File: config.mk
export PLATFORM = sky130hd
export DESIGN_NAME = issue_bypass_xbar_flat
export DESIGN_NICKNAME = d
export VERILOG_FILES = /design/src/rtl/issue_bypass_xbar_pkg.sv /design/src/rtl/issue_bypass_xbar_if.sv /design/src/rtl/issue_bypass_xbar_bypass_resolve.sv /design/src/rtl/issue_bypass_xbar.sv /design/src/flat_wrapper.sv
export SDC_FILE = /design/constraint.sdc
export NUM_CORES = 2
export LEC_CHECK = 0
export ABC_CLOCK_PERIOD_IN_PS = 4400
export CORE_AREA = 2 2 394 396
export DETAILED_ROUTE_END_ITERATION = 16
export DIE_AREA = 0 0 396 398
export SLEW_MARGIN = 25
export SYNTH_ARGS = -nofsm -noshare
export SYNTH_HDL_FRONTEND = slang
export SYNTH_HIERARCHICAL = 1
export SYNTH_SLANG_ARGS = --single-unit
export TNS_END_PERCENT = 10
File: constraint.sdc
create_clock -name i_clk -period 4.4 [get_ports i_clk]
set_input_delay 0.88 -clock i_clk [delete_from_list [all_inputs] [get_ports i_clk]]
set_output_delay 0.88 -clock i_clk [all_outputs]
set_load 0.03 [all_outputs]
File: src/rtl/issue_bypass_xbar_pkg.sv
// rtl/issue_bypass_xbar_pkg.sv - shared parameters and helpers for the issue bypass crossbar
package issue_bypass_xbar_pkg;

  localparam int unsigned DEF_LANES     = 3;
  localparam int unsigned DEF_UNITS     = 4;
  localparam int unsigned DEF_WB_PORTS  = 4;
  localparam int unsigned DEF_XLEN      = 32;
  localparam int unsigned DEF_WIDTH_REG = 7;
  localparam int unsigned DEF_WIDTH_PL  = 48;

  // Upper bound on snooped writeback buses; hit vectors are padded to this width.
  localparam int unsigned MAX_WB_PORTS  = 32;

  // Physical register 0 is hard-wired and must never pick up a bypass.
  localparam int unsigned TAG_ZERO      = 0;

  function automatic int unsigned sel_width(input int unsigned units);
    return (units > 1) ? $clog2(units) : 1;
  endfunction

  function automatic int unsigned field_lsb(input int unsigned idx, input int unsigned width);
    return idx * width;
  endfunction

  // Lowest-numbered writeback port wins when several carry the same tag.
  function automatic int first_hit(input logic [MAX_WB_PORTS-1:0] hit);
    first_hit = -1;
    for (int p = MAX_WB_PORTS - 1; p >= 0; p--) begin
      if (hit[p]) begin
        first_hit = p;
      end
    end
  endfunction

endpackage

File: src/rtl/issue_bypass_xbar_if.sv
// rtl/issue_bypass_xbar_if.sv - issue-lane, writeback and functional-unit signal bundle
interface issue_bypass_xbar_if
  import issue_bypass_xbar_pkg::*;
#(
  parameter int unsigned LANES     = DEF_LANES,
  parameter int unsigned UNITS     = DEF_UNITS,
  parameter int unsigned WB_PORTS  = DEF_WB_PORTS,
  parameter int unsigned XLEN      = DEF_XLEN,
  parameter int unsigned WIDTH_REG = DEF_WIDTH_REG,
  parameter int unsigned WIDTH_PL  = DEF_WIDTH_PL,
  parameter int unsigned WIDTH_SEL = sel_width(UNITS)
);

  logic [LANES-1:0]              i_valid;
  logic [LANES*WIDTH_SEL-1:0]    i_unit;
  logic [LANES*WIDTH_REG-1:0]    i_rs1_tag;
  logic [LANES*WIDTH_REG-1:0]    i_rs2_tag;
  logic [LANES*XLEN-1:0]         i_rs1_data;
  logic [LANES*XLEN-1:0]         i_rs2_data;
  logic [LANES*WIDTH_PL-1:0]     i_payload;
  logic [LANES-1:0]              o_ready;

  logic [WB_PORTS-1:0]           i_wb_valid;
  logic [WB_PORTS*WIDTH_REG-1:0] i_wb_tag;
  logic [WB_PORTS*XLEN-1:0]      i_wb_data;

  logic [UNITS-1:0]              o_fu_valid;
  logic [UNITS*XLEN-1:0]         o_fu_rs1;
  logic [UNITS*XLEN-1:0]         o_fu_rs2;
  logic [UNITS*WIDTH_PL-1:0]     o_fu_payload;
  logic [UNITS-1:0]              i_fu_ready;

  logic [15:0]                   o_conflict_cnt;
  logic                          o_err;

  modport master (
    output i_valid, i_unit, i_rs1_tag, i_rs2_tag, i_rs1_data, i_rs2_data, i_payload,
    output i_wb_valid, i_wb_tag, i_wb_data, i_fu_ready,
    input  o_ready, o_fu_valid, o_fu_rs1, o_fu_rs2, o_fu_payload, o_conflict_cnt, o_err
  );

  modport slave (
    input  i_valid, i_unit, i_rs1_tag, i_rs2_tag, i_rs1_data, i_rs2_data, i_payload,
    input  i_wb_valid, i_wb_tag, i_wb_data, i_fu_ready,
    output o_ready, o_fu_valid, o_fu_rs1, o_fu_rs2, o_fu_payload, o_conflict_cnt, o_err
  );

endinterface

File: src/rtl/issue_bypass_xbar_bypass_resolve.sv
// rtl/issue_bypass_xbar_bypass_resolve.sv - picks writeback data over register-file data on tag match
module issue_bypass_xbar_bypass_resolve
  import issue_bypass_xbar_pkg::*;
#(
  parameter int unsigned WB_PORTS  = DEF_WB_PORTS,
  parameter int unsigned XLEN      = DEF_XLEN,
  parameter int unsigned WIDTH_REG = DEF_WIDTH_REG
) (
  input  logic [WIDTH_REG-1:0]          tag_i,
  input  logic [XLEN-1:0]               rf_data_i,
  input  logic [WB_PORTS-1:0]           wb_valid_i,
  input  logic [WB_PORTS*WIDTH_REG-1:0] wb_tag_i,
  input  logic [WB_PORTS*XLEN-1:0]      wb_data_i,
  output logic [XLEN-1:0]               data_o
);

  logic [MAX_WB_PORTS-1:0] hit;
  int                      sel;

  always_comb begin
    hit = '0;
    for (int p = 0; p < WB_PORTS; p++) begin
      hit[p] = wb_valid_i[p] && (wb_tag_i[p*WIDTH_REG +: WIDTH_REG] == tag_i);
    end
    sel    = first_hit(hit);
    data_o = rf_data_i;
    if (tag_i != WIDTH_REG'(TAG_ZERO)) begin
      for (int p = 0; p < WB_PORTS; p++) begin
        if (p == sel) begin
          data_o = wb_data_i[p*XLEN +: XLEN];
        end
      end
    end
  end

endmodule

File: src/rtl/issue_bypass_xbar.sv
// rtl/issue_bypass_xbar.sv - routes issued uops to per-unit registered slots with operand bypass
module issue_bypass_xbar
  import issue_bypass_xbar_pkg::*;
#(
  parameter int unsigned LANES     = DEF_LANES,
  parameter int unsigned UNITS     = DEF_UNITS,
  parameter int unsigned WB_PORTS  = DEF_WB_PORTS,
  parameter int unsigned XLEN      = DEF_XLEN,
  parameter int unsigned WIDTH_REG = DEF_WIDTH_REG,
  parameter int unsigned WIDTH_PL  = DEF_WIDTH_PL,
  parameter int unsigned WIDTH_SEL = sel_width(UNITS)
) (
  input  logic               i_clk,
  input  logic               i_rst_n,
  issue_bypass_xbar_if.slave xbar
);

  logic [XLEN-1:0]      rs1_res   [LANES];
  logic [XLEN-1:0]      rs2_res   [LANES];
  logic [WIDTH_SEL-1:0] lane_unit [LANES];
  logic [LANES-1:0]     in_range;
  logic [LANES-1:0]     won;
  logic [LANES-1:0]     ready;
  logic [LANES-1:0]     lost;
  logic [UNITS-1:0]     slot_free;

  logic [UNITS-1:0]     acc;
  logic [XLEN-1:0]      acc_rs1   [UNITS];
  logic [XLEN-1:0]      acc_rs2   [UNITS];
  logic [WIDTH_PL-1:0]  acc_pl    [UNITS];

  logic [UNITS-1:0]     valid_q,  valid_d;
  logic [XLEN-1:0]      rs1_q     [UNITS];
  logic [XLEN-1:0]      rs1_d     [UNITS];
  logic [XLEN-1:0]      rs2_q     [UNITS];
  logic [XLEN-1:0]      rs2_d     [UNITS];
  logic [WIDTH_PL-1:0]  pl_q      [UNITS];
  logic [WIDTH_PL-1:0]  pl_d      [UNITS];
  logic [15:0]          cnt_q,    cnt_d;
  logic                 err_q,    err_d;
  logic [16:0]          lost_cnt;
  logic [16:0]          cnt_sum;

  for (genvar l = 0; l < LANES; l++) begin : g_resolve
    issue_bypass_xbar_bypass_resolve #(
      .WB_PORTS (WB_PORTS),
      .XLEN     (XLEN),
      .WIDTH_REG(WIDTH_REG)
    ) u_rs1 (
      .tag_i     (xbar.i_rs1_tag[field_lsb(l, WIDTH_REG) +: WIDTH_REG]),
      .rf_data_i (xbar.i_rs1_data[field_lsb(l, XLEN) +: XLEN]),
      .wb_valid_i(xbar.i_wb_valid),
      .wb_tag_i  (xbar.i_wb_tag),
      .wb_data_i (xbar.i_wb_data),
      .data_o    (rs1_res[l])
    );
    issue_bypass_xbar_bypass_resolve #(
      .WB_PORTS (WB_PORTS),
      .XLEN     (XLEN),
      .WIDTH_REG(WIDTH_REG)
    ) u_rs2 (
      .tag_i     (xbar.i_rs2_tag[field_lsb(l, WIDTH_REG) +: WIDTH_REG]),
      .rf_data_i (xbar.i_rs2_data[field_lsb(l, XLEN) +: XLEN]),
      .wb_valid_i(xbar.i_wb_valid),
      .wb_tag_i  (xbar.i_wb_tag),
      .wb_data_i (xbar.i_wb_data),
      .data_o    (rs2_res[l])
    );
  end

  always_comb begin
    for (int l = 0; l < LANES; l++) begin
      lane_unit[l] = xbar.i_unit[l*WIDTH_SEL +: WIDTH_SEL];
      in_range[l]  = 32'(lane_unit[l]) < UNITS;
    end
  end

  assign slot_free = ~valid_q | xbar.i_fu_ready;

  // Out-of-range lanes never block anyone, so they always count as winners.
  always_comb begin
    won = '1;
    for (int l = 0; l < LANES; l++) begin
      for (int j = 0; j < l; j++) begin
        if (xbar.i_valid[j] && in_range[j] && in_range[l] &&
            (lane_unit[j] == lane_unit[l])) begin
          won[l] = 1'b0;
        end
      end
    end
  end

  always_comb begin
    ready = '0;
    for (int l = 0; l < LANES; l++) begin
      if (xbar.i_valid[l]) begin
        if (!in_range[l]) begin
          ready[l] = 1'b1;
        end else begin
          for (int u = 0; u < UNITS; u++) begin
            if (lane_unit[l] == WIDTH_SEL'(u)) begin
              ready[l] = won[l] & slot_free[u];
            end
          end
        end
      end
    end
  end

  // At most one lane per unit can be ready, so the per-unit mux has no priority.
  always_comb begin
    acc = '0;
    for (int u = 0; u < UNITS; u++) begin
      acc_rs1[u] = '0;
      acc_rs2[u] = '0;
      acc_pl[u]  = '0;
    end
    for (int l = 0; l < LANES; l++) begin
      for (int u = 0; u < UNITS; u++) begin
        if (ready[l] && in_range[l] && (lane_unit[l] == WIDTH_SEL'(u))) begin
          acc[u]     = 1'b1;
          acc_rs1[u] = rs1_res[l];
          acc_rs2[u] = rs2_res[l];
          acc_pl[u]  = xbar.i_payload[l*WIDTH_PL +: WIDTH_PL];
        end
      end
    end
  end

  always_comb begin
    for (int u = 0; u < UNITS; u++) begin
      valid_d[u] = valid_q[u] & ~xbar.i_fu_ready[u];
      rs1_d[u]   = rs1_q[u];
      rs2_d[u]   = rs2_q[u];
      pl_d[u]    = pl_q[u];
      if (acc[u]) begin
        valid_d[u] = 1'b1;
        rs1_d[u]   = acc_rs1[u];
        rs2_d[u]   = acc_rs2[u];
        pl_d[u]    = acc_pl[u];
      end
    end
  end

  assign lost = xbar.i_valid & ~won;

  always_comb begin
    lost_cnt = '0;
    for (int l = 0; l < LANES; l++) begin
      lost_cnt = lost_cnt + 17'(lost[l]);
    end
    cnt_sum = {1'b0, cnt_q} + lost_cnt;
    cnt_d   = cnt_sum[16] ? 16'hFFFF : cnt_sum[15:0];
    err_d   = err_q | (|(xbar.i_valid & ~in_range));
  end

  always_ff @(posedge i_clk or negedge i_rst_n) begin
    if (!i_rst_n) begin
      valid_q <= '0;
      cnt_q   <= '0;
      err_q   <= 1'b0;
      for (int u = 0; u < UNITS; u++) begin
        rs1_q[u] <= '0;
        rs2_q[u] <= '0;
        pl_q[u]  <= '0;
      end
    end else begin
      valid_q <= valid_d;
      cnt_q   <= cnt_d;
      err_q   <= err_d;
      for (int u = 0; u < UNITS; u++) begin
        rs1_q[u] <= rs1_d[u];
        rs2_q[u] <= rs2_d[u];
        pl_q[u]  <= pl_d[u];
      end
    end
  end

  always_comb begin
    xbar.o_fu_rs1     = '0;
    xbar.o_fu_rs2     = '0;
    xbar.o_fu_payload = '0;
    for (int u = 0; u < UNITS; u++) begin
      xbar.o_fu_rs1[u*XLEN +: XLEN]             = rs1_q[u];
      xbar.o_fu_rs2[u*XLEN +: XLEN]             = rs2_q[u];
      xbar.o_fu_payload[u*WIDTH_PL +: WIDTH_PL] = pl_q[u];
    end
  end

  assign xbar.o_ready        = ready;
  assign xbar.o_fu_valid     = valid_q;
  assign xbar.o_conflict_cnt = cnt_q;
  assign xbar.o_err          = err_q;

endmodule

File: src/flat_wrapper.sv
// flat-port wrapper written by rule: the top's interface ports become plain ports
module issue_bypass_xbar_flat import issue_bypass_xbar_pkg::*;
#(
  parameter int unsigned LANES     = DEF_LANES,
  parameter int unsigned UNITS     = DEF_UNITS,
  parameter int unsigned WB_PORTS  = DEF_WB_PORTS,
  parameter int unsigned XLEN      = DEF_XLEN,
  parameter int unsigned WIDTH_REG = DEF_WIDTH_REG,
  parameter int unsigned WIDTH_PL  = DEF_WIDTH_PL,
  parameter int unsigned WIDTH_SEL = sel_width(UNITS)
)
  (i_clk, i_rst_n, xbar_i_valid, xbar_i_unit, xbar_i_rs1_tag, xbar_i_rs2_tag, xbar_i_rs1_data, xbar_i_rs2_data, xbar_i_payload, xbar_i_wb_valid, xbar_i_wb_tag, xbar_i_wb_data, xbar_i_fu_ready, xbar_o_ready, xbar_o_fu_valid, xbar_o_fu_rs1, xbar_o_fu_rs2, xbar_o_fu_payload, xbar_o_conflict_cnt, xbar_o_err);
  issue_bypass_xbar_if #(.LANES(LANES), .UNITS(UNITS), .WB_PORTS(WB_PORTS), .XLEN(XLEN), .WIDTH_REG(WIDTH_REG), .WIDTH_PL(WIDTH_PL), .WIDTH_SEL(WIDTH_SEL)) xbar_i ();
  input  logic i_clk;
  input  logic i_rst_n;
  input wire logic [$bits(xbar_i.i_valid)-1:0] xbar_i_valid;
  input wire logic [$bits(xbar_i.i_unit)-1:0] xbar_i_unit;
  input wire logic [$bits(xbar_i.i_rs1_tag)-1:0] xbar_i_rs1_tag;
  input wire logic [$bits(xbar_i.i_rs2_tag)-1:0] xbar_i_rs2_tag;
  input wire logic [$bits(xbar_i.i_rs1_data)-1:0] xbar_i_rs1_data;
  input wire logic [$bits(xbar_i.i_rs2_data)-1:0] xbar_i_rs2_data;
  input wire logic [$bits(xbar_i.i_payload)-1:0] xbar_i_payload;
  input wire logic [$bits(xbar_i.i_wb_valid)-1:0] xbar_i_wb_valid;
  input wire logic [$bits(xbar_i.i_wb_tag)-1:0] xbar_i_wb_tag;
  input wire logic [$bits(xbar_i.i_wb_data)-1:0] xbar_i_wb_data;
  input wire logic [$bits(xbar_i.i_fu_ready)-1:0] xbar_i_fu_ready;
  output wire logic [$bits(xbar_i.o_ready)-1:0] xbar_o_ready;
  output wire logic [$bits(xbar_i.o_fu_valid)-1:0] xbar_o_fu_valid;
  output wire logic [$bits(xbar_i.o_fu_rs1)-1:0] xbar_o_fu_rs1;
  output wire logic [$bits(xbar_i.o_fu_rs2)-1:0] xbar_o_fu_rs2;
  output wire logic [$bits(xbar_i.o_fu_payload)-1:0] xbar_o_fu_payload;
  output wire logic [$bits(xbar_i.o_conflict_cnt)-1:0] xbar_o_conflict_cnt;
  output wire logic [$bits(xbar_i.o_err)-1:0] xbar_o_err;
  assign xbar_i.i_valid = xbar_i_valid;
  assign xbar_i.i_unit = xbar_i_unit;
  assign xbar_i.i_rs1_tag = xbar_i_rs1_tag;
  assign xbar_i.i_rs2_tag = xbar_i_rs2_tag;
  assign xbar_i.i_rs1_data = xbar_i_rs1_data;
  assign xbar_i.i_rs2_data = xbar_i_rs2_data;
  assign xbar_i.i_payload = xbar_i_payload;
  assign xbar_i.i_wb_valid = xbar_i_wb_valid;
  assign xbar_i.i_wb_tag = xbar_i_wb_tag;
  assign xbar_i.i_wb_data = xbar_i_wb_data;
  assign xbar_i.i_fu_ready = xbar_i_fu_ready;
  assign xbar_o_ready = xbar_i.o_ready;
  assign xbar_o_fu_valid = xbar_i.o_fu_valid;
  assign xbar_o_fu_rs1 = xbar_i.o_fu_rs1;
  assign xbar_o_fu_rs2 = xbar_i.o_fu_rs2;
  assign xbar_o_fu_payload = xbar_i.o_fu_payload;
  assign xbar_o_conflict_cnt = xbar_i.o_conflict_cnt;
  assign xbar_o_err = xbar_i.o_err;
  issue_bypass_xbar #(.LANES(LANES), .UNITS(UNITS), .WB_PORTS(WB_PORTS), .XLEN(XLEN), .WIDTH_REG(WIDTH_REG), .WIDTH_PL(WIDTH_PL), .WIDTH_SEL(WIDTH_SEL)) u_core (.i_clk(i_clk), .i_rst_n(i_rst_n), .xbar(xbar_i));
endmodule
# Yosys cells after proc, flatten, opt, wreduce, memory -nomap -nowiden
# Index checks and enable logic that the tools add are counted.
op_classes:
  eq_ne: 54
  n_reduce_logical: 54
  addsub: 3
  mux: 125
  n_bitwise: 20
op_table:
  columns: ["operator", "n"]
  rows:
  - ["$mux 32", 78]
  - ["$mux 48", 12]
  - ["$eq 3x32->1 const A", 12]
  - ["$eq 2x32->1 const A", 6]
  - ["$logic_not 32->1", 6]
  - ["$eq 7x7->1", 24]
  - ["$reduce_bool 7->1", 6]
  - ["$logic_and 1x1->1", 39]
  - ["$mux 1", 34]
  - ["$add 16x17->17", 1]
  - ["$add 17x1->17", 1]
  - ["$mux 16", 1]
  - ["$and 1x1->1", 12]
  - ["$eq 2x2->1 const B", 6]
  - ["$eq 2x1->1 const B", 3]
  - ["$eq 2x2->1", 3]
  - ["$logic_not 2->1", 3]
  - ["$not 1->1", 4]
  - ["$not 4->4", 1]
  - ["$or 4x4->4", 1]
  - ["$and 3x3->3", 1]
  - ["$not 3->3", 1]
  - ["$add 1x1->2", 1]
totals:
  ff_bits: 468
  input_bits: 553
  output_inout_bits: 472
  word_cells: 270

# Logic depth before layout (Yosys ltp)
depth:
  ltp_word: 15
  ltp_mapped: 12
  ltp_nobuf: 10

# By module
# Netlist, hierarchy kept.
modules_own_cells:
  columns: ["mod", "seq_area_each_um2", "instances", "area_each_um2", "cells_per_inst"]
  rows:
  - ["issue_bypass_xbar", 11711.2, 1, 26321.5, 2999]
  - ["issue_bypass_xbar_bypass_resolve", 0.0, 6, 2752.6, 307]

# Worst setup path before layout
# Ideal clock, no wire load.
synth_timing:
  path_kind: "in2reg"
  startpoint: "in xbar_i_unit[0]"
  endpoint: "reg u_core.cnt_q[10] (netlist: u_core/xbar.o_conflict_cnt[10])"
  required_ns: 4.266
  stages: 12
  slack_ns: 1.371
  t_arrival_ns: 2.895
  setup_time_ns: 0.134
  n_path_buf: 2
  path_cell_list: "buf_2 -> xnor2_1 -> nand3_1 -> and2_1 -> nor2b_1 -> fa_1 -> ha_1 -> nand3_1 -> nor2_1 -> nand3_1 -> clkbuf_1 -> nand2_1"
synth_via:
  elab_chain_cells: 9
  word_cells_on_any_way: 13
  cone_classes: "add/sub (3); eq/ne (2); mux (4); bitwise (2); reduce/logical (2)"
synth_rtl:
  columns: ["item", "line", "source"]
  rows:
  - ["start, declared", "flat_wrapper.sv:17", "input wire logic [$bits(xbar_i.i_unit)-1:0] xbar_i_unit;"]
  - ["$eq 2x2->1", "issue_bypass_xbar.sv:86", "(lane_unit[j] == lane_unit[l])) begin"]
  - ["$logic_and 1x1->1", "issue_bypass_xbar.sv:85", "if (xbar.i_valid[j] && in_range[j] && in_range[l] &&"]
  - ["$mux 1", "issue_bypass_xbar.sv:85", null]
  - ["$not 3->3 *", "issue_bypass_xbar.sv:145", "assign lost = xbar.i_valid & ~won;"]
  - ["$and 3x3->3 *", "issue_bypass_xbar.sv:145", null]
  - ["$add 1x1->2 or $and 3x3->3 (tied branches)", "issue_bypass_xbar.sv:150, issue_bypass_xbar.sv:145", null]
  - ["$add 17x1->17 *", "issue_bypass_xbar.sv:150", "lost_cnt = lost_cnt + 17'(lost[l]);"]
  - ["$add 16x17->17 *", "issue_bypass_xbar.sv:152", "cnt_sum = {1'b0, cnt_q} + lost_cnt;"]
  - ["$mux 16 *", "issue_bypass_xbar.sv:153", "cnt_d = cnt_sum[16] ? 16'hFFFF : cnt_sum[15:0];"]
  - ["named net u_core.cnt_d[10]", "issue_bypass_xbar.sv:39", "logic [15:0] cnt_q, cnt_d;"]
  - ["end signal, assigned", "issue_bypass_xbar.sv:169", "cnt_q <= cnt_d;"]
  - ["end, declared", "issue_bypass_xbar.sv:39", null]
# The timed path passes the listed nets; every way through them passes the cells marked *.
# A chain may end at the register's enable or synchronous reset.

# Worst setup path in the final report
layout_timing:
  startpoint: "in xbar_i_fu_ready[3]"
  endpoint: "out xbar_o_ready[1]"
layout_via:
  elab_chain_cells: 4
layout_rtl:
  columns: ["item", "line", "source"]
  rows:
  - ["start, declared", "flat_wrapper.sv:26", "input wire logic [$bits(xbar_i.i_fu_ready)-1:0] xbar_i_fu_ready;"]
  - ["$or 4x4->4", "issue_bypass_xbar.sv:78", "assign slot_free = ~valid_q | xbar.i_fu_ready;"]
  - ["$and 1x1->1", "issue_bypass_xbar.sv:102", "ready[l] = won[l] & slot_free[u];"]
  - ["$mux 1", "issue_bypass_xbar.sv:101", "if (lane_unit[l] == WIDTH_SEL'(u)) begin"]
  - ["$mux 1", "issue_bypass_xbar.sv:96", "if (xbar.i_valid[l]) begin"]
  - ["end, declared", "flat_wrapper.sv:27", "output wire logic [$bits(xbar_i.o_ready)-1:0] xbar_o_ready;"]
# Every way passes these cells.

==> impl_metrics.env <==
export IMPL_worstRegToRegCells=6
export IMPL_overflow=0
export IMPL_asyncSetResetFlopFracSynth=1.00
export IMPL_grt_antenna_before_repair=74
export IMPL_synth_enable_flop_cells=0
export IMPL_worst_skew_pair_latency_ps=730
export IMPL_yosysUniqueCellTypes=56
export IMPL_netlist_area_um2=42800
export IMPL_syn_inst=4841
export IMPL_finalHoldViolCount=0
export IMPL_num_fill_cells=15500
export IMPL_max_cap_violations=0
export IMPL_core_rowCount=144
export IMPL_power_density_nw_per_um2=387
export IMPL_route_detailed_drc=0
export IMPL_timing_reg2reg_setup_slack_ps=1720
export IMPL_groute_usage_overall=0.345
export IMPL_initial_utilization=0.279
export IMPL_library_cell_with_the_highest_instance_count_after_synthesis="sky130_fd_sc_hd__nand2_1"
export IMPL_crit_path_end="xbar_o_ready[1]"
export IMPL_static_leak_nw=23.4
export IMPL_die_width_um=396
export IMPL_reg2reg_from="u_core/xbar.o_fu_valid[3]"
export IMPL_hold_buffers=0
export IMPL_gp_congestion=0.996
export IMPL_final_core_util=0.381
export IMPL_synth_area_per_cell_um2=8.85
export IMPL_hold_worst_slack_ps=248
export IMPL_synth_area_leader_cell="sky130_fd_sc_hd__dfrtp_1"
export IMPL_yosys_warnings=6
export IMPL_ctsRootBufferMaster="sky130_fd_sc_hd__clkbuf_16"
export IMPL_grt_first_pass_wirelength_um=385000
export IMPL_tritoncts_num_buffers=61
export IMPL_run_status="finished, final reports clean"
export IMPL_drive_gt1_frac=0.225
export IMPL_final_max_slew_viol_count=0
export IMPL_wirelength_um=285000
export IMPL_clk_buf_depth=3
export IMPL_vias_in_the_first_global_route=45400
export IMPL_setup_total_negative_slack_ps=0
export IMPL_post_cts_resized=0
export IMPL_crit_path_end_kind="output pin"
export IMPL_post_cts_buffers=0
export IMPL_hp_class="input port to async pin"
export IMPL_ant_nets=0
export IMPL_area_growth_pct=36.2
export IMPL_layout_worst_path_cycle_share=0.917
export IMPL_final_min_clock_period_ps=4030
export IMPL_seq_area_um2=11700
export IMPL_standard_cell_core_area_um2=153000
export IMPL_routedWlPerCell_um=36.6
export IMPL_synthFlopType="sky130_fd_sc_hd__dfrtp_1"
export IMPL_critical_path_required_ps=3520
export IMPL_dieArea_um2=158000
export IMPL_synth_top_cells_by_area="sky130_fd_sc_hd__dfrtp_1 27%, sky130_fd_sc_hd__nand2_1 8.6%, sky130_fd_sc_hd__mux2_4 6.3%"
export IMPL_die_height_um=398
export IMPL_clock_skew_ps=97.2
export IMPL_route_vias_total=48000
export IMPL_critPathMaxFanout=8
export IMPL_cts_htree_levels=2
export IMPL_headroom_to_the_max_slew_limit=0.380
export IMPL_layout_setup_ws_ps=366
export IMPL_firstDrtPassIters=6
export IMPL_critPathArrivalTime_ps=3150
export IMPL_synthDominantCellAreaShare=0.273
export IMPL_tightestPinTransition_ps=931
export IMPL_ys_seq_elements=468
export IMPL_max_clock_freq_mhz=248
export IMPL_via_per_inst=6.15
export IMPL_yosysSeqAreaShare=0.273
export IMPL_r2r_end="u_core/xbar.o_fu_rs1[112]"
export IMPL_crit_type="input port to output pin"
export IMPL_worst_ir_drop_vdd_uv=413
export IMPL_setup_violations=0
export IMPL_critical_path_startpoint="xbar_i_fu_ready[3]"
export IMPL_grt_max_degree=122
export IMPL_cts_tree="done"
export IMPL_clock_sink_count=468
export IMPL_place_worst_setup_slack_ps=237
export IMPL_io_buffers=1023
export IMPL_ports=1025
export IMPL_layout_nets=6226
export IMPL_multi_input_area_um2=28700
export IMPL_drt_iter0_drc=6080
export IMPL_path_clk_slew_ps=60
export IMPL_unrepaired_setup_endpoints_after_global_routing="false"
export IMPL_start_kind="input port"
export IMPL_synth_net_count=5396
export IMPL_dpl_hpwl_um=208000
export IMPL_synth_common_cells="985 x sky130_fd_sc_hd__nand2_1, 468 x sky130_fd_sc_hd__dfrtp_1, 261 x sky130_fd_sc_hd__clkbuf_1"
power breakdown:
part           total, mW  internal, mW  switching, mW
logic               10.5          4.23           6.30
clock network       5.52          3.17           2.35
registers           6.53          5.45           1.08
total               22.6          12.9           9.73
metrics by stage:
| stage | area, um^2 | total power [mW] | cells |
|---|---|---|---|
| after floorplan | 42800 | 11.4 | 4841 |
| after global placement | 56100 | 16.9 | 7652 |
| after detailed placement | 56100 | 17.0 | 7652 |
| after CTS | 58300 | 22.6 | 7765 |
| after global routing | 58300 | 23.3 | 7781 |
| final | 58400 | 22.6 | 7799 |
state kept, by name (all words and copies together) (netlist names):
name / flops
u_core/xbar.o_fu_valid: 4
u_core/xbar.o_conflict_cnt: 16
u_core/xbar.o_fu_rs1: 128
u_core/xbar.o_fu_payload: 192
u_core/xbar.o_fu_rs2: 128
worst min path at each step:
| stage | to | depth (start not counted) | from | slack [ps] |
|---|---|---|---|---|
| floorplan | u_core/xbar.o_conflict_cnt[0] | 0 | i_rst_n | 580 |
| global placement | u_core/xbar.o_conflict_cnt[9] | 2 | u_core/xbar.o_conflict_cnt[9] | 530 |
| detailed placement | u_core/xbar.o_conflict_cnt[15] | 2 | u_core/xbar.o_conflict_cnt[15] | 550 |
| CTS | u_core/xbar.o_fu_payload[130] | 1 | i_rst_n | 240 |
| global route | u_core/xbar.o_fu_payload[36] | 1 | i_rst_n | 290 |
| finish | u_core/xbar.o_fu_rs2[103] | 1 | i_rst_n | 250 |
layout make-up:
cell class / instances / share of cell area
multi-input combinational: 3860 / 0.491
timing repair buffer: 1278 / 0.226
sequential: 468 / 0.201
tap: 2044 / 0.0438
clock buffer: 87 / 0.0304
clock inverter: 26 / 0.00645
antenna: 34 / 0.00146
inverter: 2 / 0.000129
placed cells by master (no fill, tap or decap), types with 18 or more instances in the layout:
| master | count |
|---|---|
| sky130_fd_sc_hd__nand4_1 | 33 |
| sky130_fd_sc_hd__clkbuf_16 | 61 |
| sky130_fd_sc_hd__nor2_2 | 180 |
| sky130_fd_sc_hd__and3_1 | 107 |
| sky130_fd_sc_hd__nor4_4 | 18 |
| sky130_fd_sc_hd__dfrtp_1 | 468 |
| sky130_fd_sc_hd__o21ai_0 | 134 |
| sky130_fd_sc_hd__o21bai_1 | 192 |
| sky130_fd_sc_hd__a21oi_1 | 227 |
| sky130_fd_sc_hd__nand4_4 | 18 |
| sky130_fd_sc_hd__o221ai_2 | 180 |
| sky130_fd_sc_hd__mux2_4 | 180 |
| sky130_fd_sc_hd__mux2_2 | 127 |
| sky130_fd_sc_hd__o21ai_1 | 72 |
| sky130_fd_sc_hd__mux2i_1 | 225 |
| sky130_fd_sc_hd__buf_4 | 174 |
| sky130_fd_sc_hd__xor2_1 | 82 |
| sky130_fd_sc_hd__o221ai_1 | 237 |
| sky130_fd_sc_hd__or3_1 | 193 |
| sky130_fd_sc_hd__buf_12 | 82 |
| sky130_fd_sc_hd__nand2_1 | 983 |
| sky130_fd_sc_hd__nor2_1 | 165 |
| sky130_fd_sc_hd__clkdlybuf4s50_1 | 1021 |
| sky130_fd_sc_hd__o31ai_2 | 180 |
| sky130_fd_sc_hd__diode_2 | 34 |
| sky130_fd_sc_hd__a31oi_1 | 123 |
| sky130_fd_sc_hd__xnor2_1 | 102 |
critical path, stage by stage:
cell and delay, ps:
sky130_fd_sc_hd__clkdlybuf4s50_1 420, sky130_fd_sc_hd__nand2b_1 430, sky130_fd_sc_hd__mux4_2 580, sky130_fd_sc_hd__and3_1 180, sky130_fd_sc_hd__clkdlybuf4s50_1 650
routing by layer:
metal,vias to the layer above,GRT usage,part of all wire
met4,58,0.235,0.086
met1,23600,0.410,0.36
met2,3795,0.530,0.43
met5,-,0,0.0013
li1,19500,-,-
met3,1023,0.112,0.12
cell families (layout without fill, tap and decap cells):
family                     after synthesis  after routing  share of synthesized area
AOI/OAI and AO/OA                     1363           1363                      0.270
xor gates and xnor gates               185            185                     0.0380
adders and majority gates                2              2                   0.000759
buffers and inverters                  513           1393                     0.0617
DFF                                    468            468                      0.273
muxes                                  542            542                      0.152
other                                    1             35                  0.0000875
and+or+nand+nor                       1767           1767                      0.204
No activity file was read; power rests on OpenSTA's default activity.
